$ cat src/rtl/pb_pkg.sv
// Shared constants, debug bundle layout and width helper
// for the multi-channel push-button conditioner.
package pb_pkg;

  localparam logic PRESSED  = 1'b1;
  localparam logic RELEASED = 1'b0;

  localparam int DBG_SYNC  = 7;
  localparam int DBG_STATE = 6;
  localparam int DBG_CNTNZ = 5;
  localparam int DBG_LONG  = 4;
  localparam int DBG_CNT_H = 3;
  localparam int DBG_CNT_L = 0;

  // Field order matches the o_debug bit map, MSB first.
  typedef struct packed {
    logic       sync;
    logic       state;
    logic       cnt_nz;
    logic       long_ph;
    logic [3:0] cnt_lo;
  } pb_dbg_t;

  function automatic int clog2(input int v);
    int r;
    r = 0;
    while ((1 << r) < v) r++;
    return (r < 1) ? 1 : r;
  endfunction

endpackage

$ cat src/rtl/pb_debounce_channel.sv
// One button: 2-FF sync, polarity fix, stability debounce,
// then long-press / auto-repeat timing on the clean level.
module pb_debounce_channel
  import pb_pkg::*;
#(
  parameter int DELAY      = 16,
  parameter int HOLD       = 1000000,
  parameter int REPEAT     = 250000,
  parameter int ACTIVE_LOW = 1,
  parameter bit DBG_EN     = 1'b0
) (
  input  logic    i_clk,
  input  logic    i_reset,
  input  logic    i_pb,
  output logic    o_state,
  output logic    o_down,
  output logic    o_up,
  output logic    o_long,
  output logic    o_repeat,
  output pb_dbg_t o_dbg
);

  localparam int CW = clog2(DELAY + 1);
  localparam int HW = clog2(HOLD + REPEAT + 1);

  localparam logic [CW-1:0] C_LAST = CW'(DELAY - 1);
  localparam logic [HW:0]   H_LONG = (HW+1)'(HOLD);
  localparam logic [HW:0]   H_WRAP = (HW+1)'(HOLD + REPEAT);

  logic          r_meta;
  logic          r_sync;
  logic          r_state;
  logic [CW-1:0] r_cnt;
  logic          r_down;
  logic          r_up;
  logic [HW-1:0] r_hold;
  logic          r_long_ph;
  logic          r_long;
  logic          r_rep;

  logic          w_norm;
  logic          w_flip;
  logic [HW:0]   w_hnext;
  logic [3:0]    w_cnt_lo;

  assign w_norm  = (ACTIVE_LOW != 0) ? ~i_pb : i_pb;
  assign w_flip  = (r_sync != r_state) && (r_cnt == C_LAST);
  assign w_hnext = {1'b0, r_hold} + 1'b1;

  always_ff @(posedge i_clk) begin
    if (i_reset) begin
      r_meta <= RELEASED;
      r_sync <= RELEASED;
    end else begin
      r_meta <= w_norm;
      r_sync <= r_meta;
    end
  end

  always_ff @(posedge i_clk) begin
    if (i_reset) begin
      r_state <= RELEASED;
      r_cnt   <= '0;
      r_down  <= 1'b0;
      r_up    <= 1'b0;
    end else begin
      r_down <= w_flip && (r_state == RELEASED);
      r_up   <= w_flip && (r_state == PRESSED);
      if (r_sync == r_state) begin
        r_cnt <= '0;
      end else if (w_flip) begin
        r_state <= ~r_state;
        r_cnt   <= '0;
      end else begin
        r_cnt <= r_cnt + 1'b1;
      end
    end
  end

  // Counter wraps from HOLD+REPEAT back to HOLD so repeats never end.
  always_ff @(posedge i_clk) begin
    if (i_reset || w_flip || (r_state == RELEASED)) begin
      r_hold    <= '0;
      r_long_ph <= 1'b0;
      r_long    <= 1'b0;
      r_rep     <= 1'b0;
    end else begin
      r_long <= 1'b0;
      r_rep  <= 1'b0;
      if ((REPEAT > 0) && (w_hnext == H_WRAP)) begin
        r_rep  <= 1'b1;
        r_hold <= H_LONG[HW-1:0];
      end else if (w_hnext == H_LONG) begin
        r_long    <= 1'b1;
        r_long_ph <= 1'b1;
        r_hold    <= w_hnext[HW-1:0];
      end else if (!r_long_ph || (REPEAT > 0)) begin
        r_hold <= w_hnext[HW-1:0];
      end
    end
  end

  generate
    if (CW >= 4) begin : g_lo_wide
      assign w_cnt_lo = r_cnt[3:0];
    end else begin : g_lo_narrow
      assign w_cnt_lo = {{(4-CW){1'b0}}, r_cnt};
    end
  endgenerate

  assign o_state  = r_state;
  assign o_down   = r_down;
  assign o_up     = r_up;
  assign o_long   = r_long;
  assign o_repeat = r_rep;

  always_comb begin
    o_dbg = '0;
    if (DBG_EN) begin
      o_dbg.sync    = r_sync;
      o_dbg.state   = r_state;
      o_dbg.cnt_nz  = |r_cnt;
      o_dbg.long_ph = r_long_ph & r_state;
      o_dbg.cnt_lo  = w_cnt_lo;
    end
  end

endmodule

$ cat src/rtl/multi_pb_debouncer.sv
// N independent button conditioners plus a channel-0
// debug bus for bring-up.
module multi_pb_debouncer
  import pb_pkg::*;
#(
  parameter int N_CH       = 4,
  parameter int DELAY      = 16,
  parameter int HOLD       = 1000000,
  parameter int REPEAT     = 250000,
  parameter int ACTIVE_LOW = 1
) (
  input  logic            i_clk,
  input  logic            i_reset,
  input  logic [N_CH-1:0] i_PB,
  output logic [N_CH-1:0] o_PB_state,
  output logic [N_CH-1:0] o_PB_down,
  output logic [N_CH-1:0] o_PB_up,
  output logic [N_CH-1:0] o_PB_long,
  output logic [N_CH-1:0] o_PB_repeat,
  output logic [7:0]      o_debug
);

  pb_dbg_t w_dbg [N_CH];
  pb_dbg_t w_dbg_or;

  genvar g;
  generate
    for (g = 0; g < N_CH; g++) begin : g_ch
      pb_debounce_channel #(
        .DELAY      (DELAY),
        .HOLD       (HOLD),
        .REPEAT     (REPEAT),
        .ACTIVE_LOW (ACTIVE_LOW),
        .DBG_EN     (g == 0)
      ) u_ch (
        .i_clk    (i_clk),
        .i_reset  (i_reset),
        .i_pb     (i_PB[g]),
        .o_state  (o_PB_state[g]),
        .o_down   (o_PB_down[g]),
        .o_up     (o_PB_up[g]),
        .o_long   (o_PB_long[g]),
        .o_repeat (o_PB_repeat[g]),
        .o_dbg    (w_dbg[g])
      );
    end
  endgenerate

  // Only channel 0 drives its debug bundle; the OR acts as the mux.
  always_comb begin
    w_dbg_or = '0;
    for (int i = 0; i < N_CH; i++) begin
      w_dbg_or = w_dbg_or | w_dbg[i];
    end
  end

  assign o_debug = w_dbg_or;

endmodule

$ cat config.mk
export PLATFORM = sky130hd
export DESIGN_NAME = multi_pb_debouncer
export DESIGN_NICKNAME = d
export VERILOG_FILES = /design/src/rtl/pb_pkg.sv /design/src/rtl/pb_debounce_channel.sv /design/src/rtl/multi_pb_debouncer.sv
export SDC_FILE = /design/constraint.sdc
export NUM_CORES = 1
export LEC_CHECK = 0
export CAP_MARGIN = 20
export CORE_MARGIN = 4
export CORE_UTILIZATION = 45
export DETAILED_ROUTE_END_ITERATION = 10
export PLACE_DENSITY = 0.65
export SLEW_MARGIN = 20
export SYNTH_ARGS = -nofsm -noshare
export SYNTH_HDL_FRONTEND = slang
export SYNTH_SLANG_ARGS = --single-unit
$ cat constraint.sdc
create_clock -name i_clk -period 5.9 [get_ports i_clk]
set_clock_uncertainty 0.15 [all_clocks]
set_input_delay 1.475 -clock i_clk [delete_from_list [all_inputs] [get_ports i_clk]]
set_output_delay 1.475 -clock i_clk [all_outputs]
set_load 0.005 [all_outputs]
==> results.py <==
metrics = {
    "drt": {
        "drtIter0Drc": 333,
        "vias": 5212,
        "drt-vias-per-instance": 5.452,
        "drtPass1Iterations": 5,
        "totalWireLength_um": 13050,
        "detail-route-antenna-nets": 0,
        "drc": 0,
        "avgRoutedWirePerCell_um": 13.65,
    },
    "timing": {
        "slew_viol_final": 0,
        "worst_slack_ps": 2183,
        "grt_setup_unrepaired": "no",
        "max_slew.worst_pin.slew_ps": 890.6,
        "slew_headroom_pct": 40.46,
        "setup_violations": 0,
        "period_minus_slack_ps": 3717,
        "max_freq_mhz": 269.0,
        "final_hold_viol_count": 0,
        "period_share_pct": 63.00,
        "fin_setup_tns_ps": 0,
    },
    "layout": {
        "syn_to_final_growth_pct": 12.94,
        "drive_gt1_share_pct": 6.186,
        "antenna_cells": 0,
        "fillers": 1299,
        "nets": 785,
    },
    "worst_setup_path": {
        "r2r-end": "g_ch[3].u_ch.r_hold[1]$_SDFF_PP0_",
        "crit_start": "i_reset",
        "worst_setup_path_end_kind": "flip-flop",
        "rrSetupSlack_ps": 2930,
        "crit_required_ps": 6070,
        "r2r_cells": 8,
        "criticalPathCategory": "primary input to flip-flop",
        "cp.arrival_ps": 3890,
        "crit_fanout": 23,
        "reg2reg_from": "g_ch[3].u_ch.r_hold[0]$_SDFF_PP0_",
        "start_kind": "primary input",
        "crit_end": "g_ch[3].u_ch.o_long$_SDFF_PP0_",
    },
    "clock_network": {
        "clock_path_buffers": 2,
        "clkTransAtPathRegs_ps": 60,
        "insertion_delay_ps": 420,
        "cts_hold_buf": 0,
        "cts_tree": "done",
        "cts_sinks": 133,
        "h-tree-depth": 4,
        "cts_inserted_buffers": 17,
        "post_cts_buffers": 0,
        "cts_root_buf": "clkbuf_16",
        "post_cts_resized": 0,
    },
    "power": {
        "vdd_drop_max_mv": 0.2097,
        "power_density_nw_per_um2": 263.8,
        "p_total_mw": 1.959,
        "power_leakage_nw": 2.479,
    },
    "placement": {
        "portBuffers": 33,
        "dpl.hpwl_um": 9289,
        "post-place-ws_ps": 1751,
        "gp_congestion": 0.8923,
    },
    "yosys": {
        "yosys_most_used_dff": "dfxtp_1",
        "ys_warn_count": 0,
        "netlist_area_um2": 6578,
        "synth_cell_types": 63,
        "avgSynthCellArea_um2": 8.609,
        "synth_edf_count": 0,
        "ys_async_sr_fraction_pct": 0,
        "syn_nets": 784,
        "ys_seq_elements": 133,
        "syn_inst": 764,
        "yosysSeqAreaShare_pct": 40.48,
    },
    "floorplan": {
        "core_um2": 14100,
        "die_h_um": 128.9,
        "dieArea_um2": 16620,
        "pin_count": 34,
        "start_util_pct": 46.66,
        "num_rows": 43,
        "dieWidth_um": 128.9,
    },
    "run": {
        "cap_violations": 0,
    },
    "grt": {
        "grt_pass1_vias": 4924,
        "overflow": 0,
        "track_usage_pct": 16.67,
        "grt_max_degree": 24,
        "antenna_found_initial": 0,
        "grt_pass1_wl_um": 22650,
    },
    "hold_path": {
        "hp-class": "flip-flop to flip-flop",
    },
    "run_status": {
        "status": "finished, final reports clean",
    },
}
==> worst min path at each step <==
stage,slack [ps],start,cells past startpoint,to
floorplan,260,g_ch[0].u_ch.r_meta$_SDFF_PP0_,1,g_ch[0].u_ch.r_sync$_SDFF_PP0_
global placement,270,g_ch[0].u_ch.r_meta$_SDFF_PP0_,1,g_ch[0].u_ch.r_sync$_SDFF_PP0_
detailed placement,270,g_ch[3].u_ch.r_meta$_SDFF_PP0_,1,g_ch[3].u_ch.r_sync$_SDFF_PP0_
CTS,290,g_ch[3].u_ch.r_meta$_SDFF_PP0_,1,g_ch[3].u_ch.r_sync$_SDFF_PP0_
global route,300,g_ch[3].u_ch.r_meta$_SDFF_PP0_,1,g_ch[3].u_ch.r_sync$_SDFF_PP0_
finish,290,g_ch[3].u_ch.r_meta$_SDFF_PP0_,1,g_ch[3].u_ch.r_sync$_SDFF_PP0_
==> worst max-delay path: stages <==
cell	delay, ps
clkdlybuf4s50_1	750
clkinv_1	310
nand3_1	660
nor3_1	350
nand3_1	120
nor4b_1	220
==> through the flow <==
stage / hold WS (ps) / utilization, % / instances / area [µm²]
4_1_cts: 286.3 / 52.70 / 956 / 7428
3_3_place_gp: 271.2 / 48.54 / 926 / 6843
2_1_floorplan: 263.8 / - / 764 / 6578
3_5_place_dp: 272.6 / 48.54 / 926 / 6843
6_report: 285.2 / 52.70 / 956 / 7428
5_1_grt: 299.8 / 52.70 / 956 / 7428
==> power by group <==
part | switching, mW | total (mW) | internal (mW)
sequential | 0.00214 | 0.904 | 0.902
clock | 0.386 | 1.04 | 0.657
combinational | 0.00586 | 0.0128 | 0.00689
total | 0.394 | 1.96 | 1.57
==> state kept, by name, indices dropped and copies added, names as in the netlist <==
| name | flops |
|---|---|
| g_ch.u_ch.o_down | 4 |
| g_ch.u_ch.o_long | 4 |
| g_ch.u_ch.o_repeat | 4 |
| g_ch.u_ch.o_state | 4 |
| g_ch.u_ch.o_up | 4 |
| g_ch.u_ch.r_cnt | 20 |
| g_ch.u_ch.r_hold | 84 |
| g_ch.u_ch.r_long_ph | 1 |
| g_ch.u_ch.r_meta | 4 |
| g_ch.u_ch.r_sync | 4 |
==> area by class of cell <==
type,count,area (µm²),share of cell area [%]
Multi-Input combinational cell,556,3531,47.53
Sequential cell,133,2663,35.84
Clock buffer,17,425.4,5.727
Timing Repair Buffer,34,337.8,4.548
Tap cell,180,225.2,3.032
Clock inverter,13,160.2,2.156
Inverter,23,86.33,1.162
==> Yosys cell counts (4+ instances only) <==
master | instances | area share, %
nand3_1 | 50 | 3.8
clkbuf_1 | 23 | 1.3
nor2b_1 | 9 | 0.86
xnor2_1 | 46 | 6.1
a21oi_1 | 24 | 1.8
nand2_1 | 39 | 2.2
a31oi_1 | 5 | 0.48
and3_1 | 21 | 2.0
nor2_1 | 112 | 6.4
o21ai_0 | 18 | 1.4
inv_1 | 22 | 1.3
nand4_1 | 30 | 2.9
xor2_1 | 45 | 6.0
nor4_1 | 7 | 0.67
buf_4 | 27 | 3.1
mux2i_1 | 4 | 0.61
and2_1 | 6 | 0.57
or2_2 | 4 | 0.38
nand2b_1 | 9 | 0.86
ha_1 | 14 | 2.7
dfxtp_1 | 133 | 40
nor3b_1 | 5 | 0.57
nor3_1 | 18 | 1.4
nor4bb_1 | 7 | 1.1
and4_1 | 17 | 2.3
or3_1 | 14 | 1.3
==> placed cells by master (no fill, tap or decap), drive strengths merged, types with 3 or more instances in the layout <==
cell type      netlist  routed
clkbuf              23      17
nor2               112     112
nor4                 9       9
xor2                45      45
bufinv               0       3
nand3               50      50
dfxtp              133     133
a31oi                5       5
nor4b                5       5
nor2b                9       9
ha                  14      14
and3                21      21
nand2               39      39
a21oi               24      24
nor3                19      19
mux2i                4       4
xnor2               46      46
nor4bb               7       7
nor3b                5       5
nand2b               9       9
a2111oi              3       3
clkdlybuf4s50        0      33
or2                  5       5
inv                 22      23
clkinvlp             0       5
nand4               32      32
and4                18      18
or4                  3       3
clkinv               1       5
and2                 6       6
a31o                 3       3
or3                 14      14
a21o                 3       3
o21ai               19      19
==> logic make-up (layout without fill, tap and decap cells) <==
logic type | after synthesis | count (layout) | share of synthesized area [%]
flops | 133 | 133 | 40.48
mux | 4 | 4 | 0.6087
fa+ha+maj | 14 | 14 | 2.663
buf+inv | 75 | 87 | 5.840
compound gates | 75 | 75 | 7.191
simple gates | 372 | 372 | 31.10
xor+xnor | 91 | 91 | 12.12
==> routing by layer <==
layer	wire [µm]	track usage, %	up-vias
met5	0	0	-
met4	265	6.733	0
met3	503	4.815	23
met2	6029	26.49	73
met1	6254	21.33	2464
li1	-	-	2652
Note: power is estimated with default switching activity, not from simulation.
